==> src/rtl/loader_pkg.sv <==
// Shared types and constants for the operand loader front end.
// Holds the capture-sequence state encoding and the default operand width.
// No ports; imported by operand_loader and key_debounce.
package loader_pkg;

    // Default operand width; the downstream add/sub unit is 2**2 = 4 bits wide.
    localparam int LOADER_W = 4;

    // Encoding doubles as the LED stage value, so the order is fixed.
    typedef enum logic [1:0] {
        WAIT_A  = 2'd0,
        WAIT_B  = 2'd1,
        WAIT_OP = 2'd2,
        RUN     = 2'd3
    } loader_state_t;

endpackage

==> src/rtl/key_debounce.sv <==
// Pushbutton conditioner: 2-flop synchronizer, stability counter, press pulse.
// Ports: CLOCK_50/reset (async high), key_n raw active-low key, press 1-cycle pulse.
// Latency: press is high after edge DEBOUNCE_CYCLES+3, counting the first edge that samples key_n=0 as edge 1.
module key_debounce
    import loader_pkg::*;
#(
    parameter int DEBOUNCE_CYCLES = 500000
) (
    input  logic CLOCK_50,
    input  logic reset,
    input  logic key_n,
    output logic press
);

    localparam int CNT_W = (DEBOUNCE_CYCLES > 1) ? $clog2(DEBOUNCE_CYCLES) : 1;
    localparam logic [CNT_W-1:0] CNT_LAST = CNT_W'(DEBOUNCE_CYCLES - 1);

    logic             sync1_q, sync2_q;
    logic             stable_q, stable_d;
    logic             stable_prev_q;
    logic [CNT_W-1:0] cnt_q, cnt_d;
    logic             press_q;

    // Counter clears whenever the synchronized level agrees with stable, so any
    // bounce shorter than DEBOUNCE_CYCLES cycles restarts the count.
    always_comb begin
        stable_d = stable_q;
        cnt_d    = '0;
        if (sync2_q != stable_q) begin
            if (cnt_q == CNT_LAST) begin
                stable_d = sync2_q;
            end else begin
                cnt_d = cnt_q + 1'b1;
            end
        end
    end

    always_ff @(posedge CLOCK_50 or posedge reset) begin
        if (reset) begin
            // Idle level is released (1): a key held through reset counts as a new press.
            sync1_q       <= 1'b1;
            sync2_q       <= 1'b1;
            stable_q      <= 1'b1;
            stable_prev_q <= 1'b1;
            cnt_q         <= '0;
            press_q       <= 1'b0;
        end else begin
            sync1_q       <= key_n;
            sync2_q       <= sync1_q;
            stable_q      <= stable_d;
            cnt_q         <= cnt_d;
            stable_prev_q <= stable_q;
            // Falling edge of the debounced level only; release is ignored.
            press_q       <= stable_prev_q & ~stable_q;
        end
    end

    assign press = press_q;

endmodule

==> src/rtl/operand_loader.sv <==
// Three-press capture sequencer: A, then B, then add/sub select; holds them stable with valid.
// Ports: CLOCK_50/reset (async high), key_n, sw_data, sw_op in; a, b, op, valid, start, stage out.
// Switches are sampled only on the capture edge; between presses they never reach the outputs.
module operand_loader
    import loader_pkg::*;
#(
    parameter int W               = LOADER_W,
    parameter int DEBOUNCE_CYCLES = 500000
) (
    input  logic         CLOCK_50,
    input  logic         reset,
    input  logic         key_n,
    input  logic [W-1:0] sw_data,
    input  logic         sw_op,
    output logic [W-1:0] a,
    output logic [W-1:0] b,
    output logic         op,
    output logic         valid,
    output logic         start,
    output logic [1:0]   stage
);

    logic press;

    loader_state_t state_q, state_d;
    logic [W-1:0]  a_q, a_d;
    logic [W-1:0]  b_q, b_d;
    logic          op_q, op_d;
    logic          valid_q, valid_d;
    logic          start_q, start_d;

    key_debounce #(
        .DEBOUNCE_CYCLES (DEBOUNCE_CYCLES)
    ) u_key_debounce (
        .CLOCK_50 (CLOCK_50),
        .reset    (reset),
        .key_n    (key_n),
        .press    (press)
    );

    always_comb begin
        state_d = state_q;
        a_d     = a_q;
        b_d     = b_q;
        op_d    = op_q;
        valid_d = valid_q;
        start_d = 1'b0;
        if (press) begin
            unique case (state_q)
                WAIT_A: begin
                    a_d     = sw_data;
                    state_d = WAIT_B;
                end
                WAIT_B: begin
                    b_d     = sw_data;
                    state_d = WAIT_OP;
                end
                WAIT_OP: begin
                    op_d    = sw_op;
                    valid_d = 1'b1;
                    start_d = 1'b1;
                    state_d = RUN;
                end
                RUN: begin
                    // Operands stay visible until recaptured; only valid drops.
                    valid_d = 1'b0;
                    state_d = WAIT_A;
                end
                default: state_d = WAIT_A;
            endcase
        end
    end

    always_ff @(posedge CLOCK_50 or posedge reset) begin
        if (reset) begin
            state_q <= WAIT_A;
            a_q     <= '0;
            b_q     <= '0;
            op_q    <= 1'b0;
            valid_q <= 1'b0;
            start_q <= 1'b0;
        end else begin
            state_q <= state_d;
            a_q     <= a_d;
            b_q     <= b_d;
            op_q    <= op_d;
            valid_q <= valid_d;
            start_q <= start_d;
        end
    end

    assign a     = a_q;
    assign b     = b_q;
    assign op    = op_q;
    assign valid = valid_q;
    assign start = start_q;
    assign stage = 2'(state_q);

endmodule

==> config.mk <==
export PLATFORM = sky130hd
export DESIGN_NAME = operand_loader
export DESIGN_NICKNAME = d
export VERILOG_FILES = /design/src/rtl/loader_pkg.sv /design/src/rtl/key_debounce.sv /design/src/rtl/operand_loader.sv
export SDC_FILE = /design/constraint.sdc
export NUM_CORES = 1
export LEC_CHECK = 0
export BUFFER_PORTS_ARGS = -buffer_cell sky130_fd_sc_hd__buf_2
export CORE_MARGIN = 5
export CORE_UTILIZATION = 35
export CTS_BUF_LIST = sky130_fd_sc_hd__clkbuf_4
export DETAILED_ROUTE_END_ITERATION = 6
export PLACE_DENSITY_LB_ADDON = 0.05
export RECOVER_POWER = 50
export REMOVE_ABC_BUFFERS = 1
export SLEW_MARGIN = 25
export SYNTH_ARGS = -nofsm -noshare
export SYNTH_HDL_FRONTEND = slang
export SYNTH_SLANG_ARGS = --single-unit
==> constraint.sdc <==
create_clock -name CLOCK_50 -period 2 [get_ports CLOCK_50]
set_input_delay 0.4 -clock CLOCK_50 [delete_from_list [all_inputs] [get_ports CLOCK_50]]
set_output_delay 0.4 -clock CLOCK_50 [all_outputs]
set_load 0.05 [all_outputs]
==> flow_metrics.tcl <==
set metrics [dict create \
    drv_cap 0 \
    ioPinCount 21 \
    leakage_nw 0.873 \
    power_density_nw_per_um2 719 \
    finalCriticalPeriod_ps 1800 \
    cts_resized 0 \
    synth_seq_area_share 0.555 \
    diodes 0 \
    dp_hpwl_mm 2.19 \
    cts_hold_buf 0 \
    cts_setup_buffers 0 \
    cts-root-buf "clkbuf_4" \
    hold_viol 0 \
    grt_max_degree 38 \
    die_y_um 79.2 \
    worst_pin_slew_ps 892 \
    htree_levels 2 \
    endpoint_kind "register" \
    finalMaxSlewViolations 0 \
    die_w_um 79.2 \
    drt_first_pass_iters 4 \
    die_area_um2 6270 \
    max_freq_mhz 556 \
    skew_ps 10.3 \
    slew_headroom 0.405 \
    core-area_um2 4690 \
    clock_sinks 37 \
    grt_pass1_vias 1135 \
    hold_path.class "in -> reg" \
    synth-seq-cells 37 \
    cp_slowest_cell "or4b_1" \
    netlist.area_leader.share 0.493 \
    grt_pass1_wl_mm 5.23 \
    critical-path-top-delay-family "simple AND/OR/NAND/NOR gates" \
    clkLatencyLatePin_ps 340 \
    finalSetupViolations 0 \
    async_flop_share 1.00 \
    vias 1124 \
    crit_type "reg -> reg" \
    drt_iter0_drc 61 \
    rows 25 \
    ir_worst_vdd_uv 323 \
    reg2reg_from "u_key_debounce.cnt_q[0]" \
    clk_pin_slew_ps 120 \
    ys.flop_type "dfrtp_1" \
    drive_gt1_frac 0.218 \
    synth_area_um2 1680 \
    post-route-period-util 0.899 \
    final_cells 224 \
    port_buffers 20 \
    synth_edf_count 0 \
    holdCritStartpoint "key_n" \
    avgSynthCellArea_um2 11.6 \
    wl_mm 3.02 \
    cts_made_buffers 5 \
    dpl.cell_count 216 \
    antenna_found_initial 0 \
    place.gp.congestion 0.783 \
    ant_nets 0 \
    drt-wirelength-per-cell_um 13.5 \
    tns_ps 0 \
    ys_top_cells_by_area "dfrtp_1 (49%), mux2_1 (6.7%), dfstp_2 (6.3%)" \
    grtUsageTotal 0.106 \
    cts_tree "yes" \
    cp-start-kind "register" \
    crit_required_ps 2270 \
    critPathBufInv 0 \
    critical-path-max-stage-delay_ps 450 \
    num-fill-cells 474 \
    syn_to_final_growth_pct 14.8 \
    ys_types 31 \
    synth_top_area_cell "dfrtp_1" \
    outcome "completed" \
    cp_max_fo 6 \
    synthCells 144 \
    drc 0 \
    rsz0062_at_grt "no" \
    overflow 0 \
    viasPerCell 5.02 \
    arrival_ps 2070 \
    crit_chain "ha_1 > nand3_1 > nor2_1 > or4b_1 > a21oi_1" \
    cts_buffer_depth 2 \
    layout.nets 183 \
    yosys_warnings 0 \
    crit_start "u_key_debounce.cnt_q[0]" \
    initial_core_util 0.357 \
]
## path summary, 6_finish.rpt
check                           depth (start not counted)                        to  slack [ps]
worst max-delay path                                    5  u_key_debounce.cnt_q[18]         200
worst min-delay path                                    1    u_key_debounce.sync1_q         150
worst max register to register                          5  u_key_debounce.cnt_q[18]         200
worst min register to register                          0    u_key_debounce.sync2_q         360
max in group asynchronous                               3  u_key_debounce.cnt_q[15]        1140
min in group asynchronous                               3   u_key_debounce.cnt_q[7]         300
## stage by stage
stage / area (µm²) / hold WS [ps] / setup slack (ps) / util / total power, mW
detailed placement: 1840 / 348 / 237 / 0.393 / 0.879
global placement: 1840 / 348 / 265 / 0.393 / 0.877
global route: 1920 / 122 / 48.1 / 0.410 / 1.45
CTS: 1930 / 125 / 204 / 0.411 / 1.41
finish: 1920 / 148 / 201 / 0.410 / 1.38
floorplan: 1650 / 345 / 259 / - / 0.847
## cells by family (layout without fill, tap and decap cells)
group                    Yosys count  count (layout)  share of synthesized area
AO/OA/AOI/OAI                     13              13                     0.0582
XOR/XNOR                          14              14                     0.0731
adder cells (fa/ha/maj)            6               6                     0.0448
buffers and inverters             10              36                     0.0254
flip-flops                        37              37                      0.555
multiplexers                      10              10                     0.0672
AND/OR/NAND/NOR                   54              54                      0.176
## placed cells by master, fill, tap and decap left out, types with 2 or more instances in the layout
cell type / n
xnor2_1: 5
or3_1: 3
mux2_1: 10
inv_1: 5
dfstp_2: 3
nand3_1: 8
ha_1: 6
dfrtp_1: 33
clkbuf_4: 5
buf_4: 2
a21oi_1: 4
nor2_1: 15
buf_2: 20
o21ai_0: 5
and4_1: 3
nand4_1: 5
nor4_1: 3
xor2_1: 9
nand2_1: 8
## flip-flops by register name (all words and copies together) (netlist names)
register                      flops
start                             1
u_key_debounce.stable_q           1
a                                 4
op                                1
valid                             1
u_key_debounce.cnt_q             19
u_key_debounce.sync2_q            1
stage                             2
b                                 4
u_key_debounce.press              1
u_key_debounce.sync1_q            1
u_key_debounce.stable_prev_q      1
## layer usage
metal | global-route usage | part of all wire
met1 | 0.141 | 0.49
met2 | 0.157 | 0.44
met4 | 0.0481 | 0.017
met3 | 0.0329 | 0.056
met5 | 0 | 0
## power by group
group | internal (mW) | switching, mW
clock network | 0.265 | 0.257
logic | 0.0248 | 0.0627
registers | 0.765 | 0.00939
## Yosys cell counts (2+ instances only)
cell	n
clkbuf_1	3
nor2_1	15
nor4_1	3
and2_1	2
inv_1	5
xor2_1	9
nand4_1	5
nand3_1	8
and4_1	3
a21oi_1	4
or3_1	3
xnor2_1	5
dfrtp_1	33
ha_1	6
mux2_1	10
o21ai_0	5
nand2_1	8
dfstp_2	4
## final cells by class
type                       count  area [µm²]  share of cell area
clock inverter                 3        46.3              0.0241
sequential                    37         931               0.484
clock buffer                   5        37.5              0.0195
inverter                       5        18.8             0.00975
tap                           54        67.6              0.0351
timing repair buffer          23         120              0.0624
multi-input combinational     97         703               0.365
Note: power is estimated with default switching activity, not from simulation.
